$ cat config.mk
export PLATFORM = sky130hd
export DESIGN_NAME = cntdiv_prog
export DESIGN_NICKNAME = d
export VERILOG_FILES = /design/src/rtl/cntdiv_prog.sv
export SDC_FILE = /design/constraint.sdc
export NUM_CORES = 1
export LEC_CHECK = 0
export BUFFER_PORTS_ARGS = -buffer_cell sky130_fd_sc_hd__buf_2
export CAP_MARGIN = 10
export CORE_MARGIN = 2
export CORE_UTILIZATION = 25
export DETAILED_ROUTE_END_ITERATION = 7
export PLACE_DENSITY = 0.57
export SETUP_SLACK_MARGIN = 0.5
export SLEW_MARGIN = 20
export SYNTH_ARGS = -nofsm -noshare
export SYNTH_HDL_FRONTEND = slang
export SYNTH_SLANG_ARGS = --single-unit
$ cat constraint.sdc
create_clock -name clk -period 1.6 [get_ports clk]
set_input_delay 0.32 -clock clk [delete_from_list [all_inputs] [get_ports clk]]
set_output_delay 0.32 -clock clk [all_outputs]
set_load 0.01 [all_outputs]
$ cat src/rtl/cntdiv_prog.sv
// Programmable-modulus tick generator: runtime divisor load, count enable,
// continuous or one-shot mode, start/stop control and a divided square wave.
module cntdiv_prog #(
  parameter int BITS      = 4,
  parameter int DEF_DIV   = (1 << BITS) - 1,
  parameter bit AUTOSTART = 1'b1
) (
  input  logic            clk,
  input  logic            rst,
  input  logic            en,
  input  logic            load,
  input  logic [BITS-1:0] div_i,
  input  logic            oneshot,
  input  logic            start,
  input  logic            stop,
  output logic [BITS-1:0] cnt_o,
  output logic            tick,
  output logic            sq_o,
  output logic            busy
);

  localparam logic [0:0]      S_IDLE    = 1'b0;
  localparam logic [0:0]      S_RUN     = 1'b1;
  localparam logic [BITS-1:0] DEF_DIV_V = BITS'(DEF_DIV);
  localparam logic [0:0]      S_RESET   = AUTOSTART ? S_RUN : S_IDLE;

  logic [BITS-1:0] cnt_q, cnt_d;
  logic [BITS-1:0] div_q, div_d;
  logic            sq_q, sq_d;
  logic [0:0]      state_q, state_d;

  // Tick is decoded straight from the count so it lands on the last count of
  // the period, even in a cycle where load or stop overrides the wrap.
  assign tick  = (state_q == S_RUN) && en && (cnt_q == div_q);
  assign cnt_o = cnt_q;
  assign sq_o  = sq_q;
  assign busy  = (state_q == S_RUN);

  always_comb begin
    cnt_d   = cnt_q;
    div_d   = div_q;
    sq_d    = sq_q;
    state_d = state_q;
    if (load) begin
      div_d = div_i;
      cnt_d = '0;
      sq_d  = 1'b0;
    end else if (stop && state_q == S_RUN) begin
      state_d = S_IDLE;
      cnt_d   = '0;
      sq_d    = 1'b0;
    end else if (start && state_q == S_IDLE) begin
      state_d = S_RUN;
    end else if (tick) begin
      cnt_d = '0;
      sq_d  = ~sq_q;
      if (oneshot) state_d = S_IDLE;
    end else if (state_q == S_RUN && en) begin
      cnt_d = cnt_q + 1'b1;
    end
  end

  always_ff @(posedge clk) begin
    if (!rst) begin
      cnt_q   <= '0;
      div_q   <= DEF_DIV_V;
      sq_q    <= 1'b0;
      state_q <= S_RESET;
    end else begin
      cnt_q   <= cnt_d;
      div_q   <= div_d;
      sq_q    <= sq_d;
      state_q <= state_d;
    end
  end

endmodule
Yosys cells after proc, flatten, opt, wreduce, memory -nomap -nowiden

Index checks and enable logic that the tools add are counted.

Multiplexer cells: 6
Equality and inequality tests: 1
$lt $le $gt $ge: 0
Divide/modulo/power cells: 0
Shifts and indexed selects: 0
Multiply operators: 0
Add/sub/neg operators: 1
Reductions and logical operators: 11
Bitwise logic cells: 5

Operator list:

| cell                                        | number |
|---|---|
| 2-to-1 mux 4 bit                            | 2 |
| nonzero test 3 bit                          | 2 |
| inverter 1 bit                              | 5 |
| adder 4 x 1 -> 4 bit, second input constant | 1 |
| equality test 4 bit                         | 1 |
| logical AND 1 bit                           | 4 |
| 2-to-1 mux 1 bit                            | 4 |
| AND reduction 2 bit                         | 2 |
| AND reduction 3 bit                         | 1 |
| OR reduction 3 bit                          | 1 |
| nonzero test 2 bit                          | 1 |

Bits in registers: 10
Logic and storage cells: 28
Bits of input ports: 11
Memories kept: 0
RAM bits: 0
Memory bits (read-only): 0
Bits in latches: 0
Output and inout port bits: 7

Depth between registers and ports, before layout

Gate-level depths: netlist (run 1).

Depth in word-level cells: 5
Gate-level depth with buffers: 4
Gate-level depth less buffers: 4

Worst setup path before layout (run 1)

OpenSTA, ideal clock, no wires.

Kind: register -> output
Start: register cnt_q[0], in the netlist cnt_o[0]
End: output port tick
Setup slack: 273 ps
Stages on the path, launching flop included: 4
Data arrival time: 1007 ps
Data required time: 1280 ps
Path buffers: 0
Cell sequence: dfxtp_1 > xnor2_1 > nand4_2 > nor2_1

Cells in the longest elaborated chain, start to end: 2

Ends and longest elaborated chain:

| item                     | RTL line | RTL |
|---|---|---|
| start: declaration       | 27       | `logic [BITS-1:0] cnt_q, cnt_d;` |
| start signal: assignment | 70       | `cnt_q <= cnt_d;` |
| equality test 4 bit      | 34       | `assign tick = (state_q == S_RUN) && en && (cnt_q == div_q);` |
| logical AND 1 bit        | 34       |  |
| end: declaration         | 17       | `output logic tick,` |

No other way between the ends.

Final worst setup path (run 1)

Start: register cnt_q[0], in the netlist cnt_o[0]
End: register cnt_q[3], in the netlist cnt_o[3]

Cells in the longest elaborated chain, start to end: 4
Elaborated cells between the ends (all ways): 7
Those cells by class: 1 x add/sub; 1 x eq/ne; 2 x mux; 3 x reduce/logical

Ends and longest elaborated chain:

| item |
|---|
| parallel branches: the longest is 4 deep, another holds adder 4 x 1 -> 4 bit |

Parallel ways; which one is timed is not known. The select of a mux whose other input is x is not followed.
A chain may end at the register's enable or synchronous reset.

==> impl_metrics.toml, run 1 <==
[run_status]
status = "complete, no violations"

[pwr]
p_comb_frac = 0.132
pwr_density_cell_mw_per_mm2 = 654
internal_power_mw = 0.376
switching_share = 0.256
pwr-share-seq = 0.521
switchingPower_mw = 0.129
ir_drop_mv = 0.334
p_leak_nw = 0.348
clockPowerShare = 0.347

[clock_tree]
cts_root_buffer = "clkbuf_4"
htreeDepth = 1
clkLatencyLatePin_ns = 0.27
cts_buffers = 3
numClockSinks = 10
tritoncts = "done"
ctsHoldBuffers = 0
clk_pin_slew_ns = 0.07
cts_max_path_buffers = 2

[timing]
min_period_over_period = 0.919
tightestPinTransition_ns = 0.185
slew_viol_final = 0
finalSetupViolations = 0
timing.final.crit_period_ns = 1.47
tns_ns = 0
rsz0062_at_grt = "true"
fin_skew_ns = 0.00923
clock.fmax_ghz = 0.680
slew_headroom = 0.876
hold_violations = 0

[drt]
drt-total-wl_um = 1210
vias = 502
drt_iter0_drc = 5
viasPerCell = 4.78
drc = 0
drt-pass1-iter-count = 4
wl_per_cell_um = 11.6
antenna_left = 0

[worst_setup_path]
path_max_fanout = 7
critical_path.cell_chain = "xnor2_2, nand4_2, buf_4, buf_6, or4b_1, a31oi_1"
endpoint_kind = "flip-flop"
slowest_delay_ns = 0.43
required_ns = 1.80
path_class = "flip-flop to flip-flop"
cp-start-kind = "flip-flop"
critPathArrivalTime_ns = 1.67
worst_path_max_delay_cell = "or4b_1"

[floorplan]
fp.dieW_um = 47.2
dieArea_mm2 = 0.00223
ios = 18
start_util = 0.267
row_count = 15
chipHeight_um = 47.2
coreArea_mm2 = 0.00175

[global_routing]
grt_max_degree = 11
grt_pass1_vias = 410
grt_pass1_wl_um = 1870
grt_antenna_before_repair = 0
grt-ovfl-total = 0
grt_usage = 0.126

[synth]
synthSimpleGateAreaFrac = 0.265
synth_nets = 65
synth-compound-area-share = 0.110
synth_edf_count = 0
synth_area_um2 = 467
yosysTopAreaCell = "dfxtp_1"
synth_top_family_by_area = "simple AND/OR/NAND/NOR gates"
ys_async_sr_fraction = 0
synth.most_common_cell = "nand2_1"
synthCells = 53
synth_top_cell_area_share = 0.429
synth_xor_area_frac = 0.0751
synth_area_leaders = "dfxtp_1 (43%), nand2_1 (9.7%), mux2i_1 (8.6%), xnor2_1 (7.5%), a21oi_1 (4.3%)"
ys_warn_count = 0
ys_seq_elements = 10
synth.area.mux_share = 0.0858
synth_cell_types = 19
synthAdderAreaFrac = 0.0268
synth.yosys.seq_area_share = 0.429
ys.flop_type = "dfxtp_1"
synthTopCellsByCount = "nand2_1 (12), dfxtp_1 (10), a21oi_1 (4), mux2i_1 (4), xnor2_1 (4)"
syn_area_per_cell_um2 = 8.81

[placed_design]
placed_area_um2 = 591
dp.final_hpwl_um = 777
gp_congestion = 0.798
io_buffers = 17

[finish]
drive_above_1_share = 0.563
multiInputGateArea_um2 = 298
area_growth_pct = 65.4
layout.nets = 94
n_fill_cell = 161
seqCellArea_um2 = 225
design_area_um2 = 772
antenna_cells = 0

[min_path]
hold_path.class = "input pin to flip-flop"

[flow_run]
cap_violations = 0
## power by group through the flow
stage / registers (mW) / clock network (mW) / logic, mW
after floorplan: 0.272 / 0 / 0.0332
after global placement: 0.272 / 0 / 0.0552
after detailed placement: 0.273 / 0 / 0.0557
after CTS: 0.264 / 0.178 / 0.0644
after global routing: 0.264 / 0.193 / 0.0733
final: 0.263 / 0.175 / 0.0665
## cell usage in the layout (no fill, tap or decap), types with 3 or more instances in the layout
master    instances
buf_6            10
mux2i_1           4
dfxtp_2           5
clkbuf_4          3
nor2b_1           3
buf_2            12
dfxtp_4           5
xnor2_2           4
buf_4             3
a21oi_1           4
nand2_1          11
## routing by layer
layer  share of wire  global-route usage  vias up
met1            0.39               0.143      231
li1                -                   -      246
met4           0.012              0.0500        0
met5               0                   0        -
met2            0.53               0.195       23
met3           0.059              0.0731        2
## critical path: cells and delay by family, from the launching register on
kind            cells  cell delay [ns]
compound gates      1             0.14
xor+xnor            1             0.13
buf+inv             2             0.22
flops               1             0.36
simple gates        2             0.54
## sequential cells by signal (all words and copies together), names as in the netlist
name and count:
busy 1, cnt_o 4, div_q 4, sq_o 1
## cell type report
class	instances	share of cell area
Tap cell	25	0.0405
Clock buffer	3	0.0292
Multi-Input combinational cell	42	0.386
Timing Repair Buffer	25	0.253
Sequential cell	10	0.292
## cell families after synthesis
kind of cell / Yosys count
simple gates: 24
compound gates: 9
fa+ha+maj: 1
xor+xnor: 4
buf+inv: 1
mux: 4
flops: 10
## what timing repair did
action | in CTS | in global routing
resized for setup | 20 | 4
pin swaps | 1 | 2
setup buffers | 6 | 2
endpoints found under the setup margin | 8 | 12
cloned | 0 | 0
## through the flow
| stage | power [mW] | hold slack [ns] | setup slack [ns] | util | cells |
|---|---|---|---|---|---|
| floorplan | 0.305 | 0.382 | 0.356 | - | 53 |
| global placement | 0.327 | 0.470 | 0.249 | 0.338 | 94 |
| detailed placement | 0.328 | 0.480 | 0.246 | 0.338 | 94 |
| CTS | 0.506 | 0.254 | 0.129 | 0.426 | 103 |
| global route | 0.530 | 0.261 | 0.0486 | 0.442 | 105 |
| finish | 0.505 | 0.260 | 0.129 | 0.442 | 105 |
## worst paths after layout
| check | startpoint | to | slack (ns) | cells after the start |
|---|---|---|---|---|
| hold reg to reg | sq_o | sq_o | 0.49 | 2 |
| hold / removal | oneshot | busy | 0.26 | 2 |
| setup / recovery | cnt_o[0] | cnt_o[3] | 0.13 | 6 |
| setup reg to reg | cnt_o[0] | cnt_o[3] | 0.13 | 6 |
(Power assumes the default switching activity.)
==> run 2: changes to the inputs <==
- MAX_ROUTING_LAYER: not set -> met4
==> run 2 against run 1 <==
Effect of this change:
- clock-buffer cell count stayed put
- critical path depth did not move
- register-to-register slack hardly changed
- clock power is essentially flat
- cell area unchanged
- core utilization did not move
- sequential share of layout area unchanged
- worst setup slack improved by 0.0037 ns
- highest routed layer unchanged
- via count unchanged
- power decreased by 0.60%
- fmax is 0.25% higher
- routed wire length down 0.66%
==> impl_metrics.toml, run 2 (same netlist as run 1, synthesis figures left out) <==
[drt]
vias = 502
drt_iter0_drc = 7
wl_per_cell_um = 11.5
antenna_left = 0
drc = 0
viasPerCell = 4.78
drt-total-wl_um = 1210
drt-pass1-iter-count = 4

[worst_setup_path]
cp-start-kind = "flip-flop"
critPathLaunch = "cnt_o[0]"
r2r_end = "cnt_o[3]"
endpoint_kind = "flip-flop"
critPathArrivalTime_ns = 1.66
required_ns = 1.79
r2r-start = "cnt_o[0]"
reg2reg_slack_ns = 0.13
path_class = "flip-flop to flip-flop"
path_max_fanout = 7
r2r_cells = 6

[timing]
clock.fmax_ghz = 0.682
min_period_over_period = 0.917
tns_ns = 0
slew_viol_final = 0
hold_violations = 0
finalSetupViolations = 0
rsz0062_at_grt = "true"
fin_skew_ns = 0.00599
slew_headroom = 0.873
tightestPinTransition_ns = 0.190
timing.final.crit_period_ns = 1.47

[clock_tree]
clkLatencyLatePin_ns = 0.27
clk_pin_slew_ns = 0.07
htreeDepth = 1
cts_root_buffer = "clkbuf_4"
cts_max_path_buffers = 2
cts_buffers = 3
ctsHoldBuffers = 0
numClockSinks = 10
tritoncts = "done"

[floorplan]
chipHeight_um = 47.2
fp.dieW_um = 47.2
ios = 18
dieArea_mm2 = 0.00223
row_count = 15
start_util = 0.267
coreArea_mm2 = 0.00175

[placed_design]
gp_congestion = 0.809
dp.final_hpwl_um = 777
io_buffers = 17

[pwr]
p_leak_nw = 0.348
pwr_density_cell_mw_per_mm2 = 650
ir_drop_mv = 0.334

[global_routing]
met2_usage = 0.197
grt-ovfl-total = 0
grt_pass1_wl_um = 1860
grt_util_met3 = 0.0731
top_usage_layer = "met2"
grt_antenna_before_repair = 0
grt_usage = 0.130
grt_pass1_vias = 410
grt_max_degree = 11
grtUsageMet1 = 0.141

[finish]
antenna_cells = 0
final_common_cell = "buf_2"
final_cell_mix = "buf_2 (12), nand2_1 (11), buf_6 (10)"
drive_above_1_share = 0.563
layout.nets = 94
final_util = 0.442
area_growth_pct = 65.4

[flow_run]
cap_violations = 0

[min_path]
hold_end = "busy"
min_from = "oneshot"
hold_path.class = "input pin to flip-flop"
holdPathStages = 2

[run_status]
status = "complete, no violations"
==> run 2: cell counts in the layout (fill, tap and decap cells not counted) <==
Identical to the previous run, type by type.
==> run 2: layout make-up <==
class	instances	area, um^2
fill	161	973
multi-input combinational	42	298
sequential	10	225
timing repair buffer	25	195
tap	25	31.3
clock buffer	3	22.5
==> run 2: repair_timing <==
item / 4_1_cts / 5_1_grt
endpoints found under the setup margin: 8 / 12
pin swaps: 1 / 2
setup buffers: 6 / 2
gates cloned: 0 / 0
endpoints found under the hold margin: 0 / 0
resized for setup: 20 / 4
==> run 2: metal layers <==
| layer | vias up | share of wire |
|---|---|---|
| li1 | 246 | - |
| met1 | 233 | 0.38 |
| met2 | 21 | 0.54 |
| met3 | 2 | 0.066 |
| met4 | 0 | 0.012 |
| met5 | - | 0 |
==> run 2: critical path: stages, from the launching register on <==
cell and delay, ns:
dfxtp_4 0.36, xnor2_2 0.13, nand4_2 0.11, buf_4 0.12
buf_6 0.10, or4b_1 0.43, a31oi_1 0.13
==> run 2: worst max path at each step <==
stage               cells past startpoint        to
floorplan                               4  cnt_o[3]
global placement                        4      tick
detailed placement                      4      tick
CTS                                     4      tick
global route                            4      tick
finish                                  6  cnt_o[3]
==> run 2: where the power goes <==
group / internal [mW] / total, mW / switching (mW)
clock: 0.0869 / 0.172 / 0.0856
sequential: 0.253 / 0.263 / 0.0102
combinational: 0.0360 / 0.0665 / 0.0306
total: 0.376 / 0.502 / 0.126
==> run 2: metrics by stage <==
step	hold WS [ns]	cell area [um^2]	total power [mW]	std cells	worst slack (ns)
finish	0.260	772	0.502	105	0.133
global route	0.261	772	0.529	105	0.0495
CTS	0.254	743	0.506	103	0.129
detailed placement	0.480	591	0.328	94	0.246
global placement	0.470	591	0.327	94	0.249
floorplan	0.382	478	0.305	53	0.356
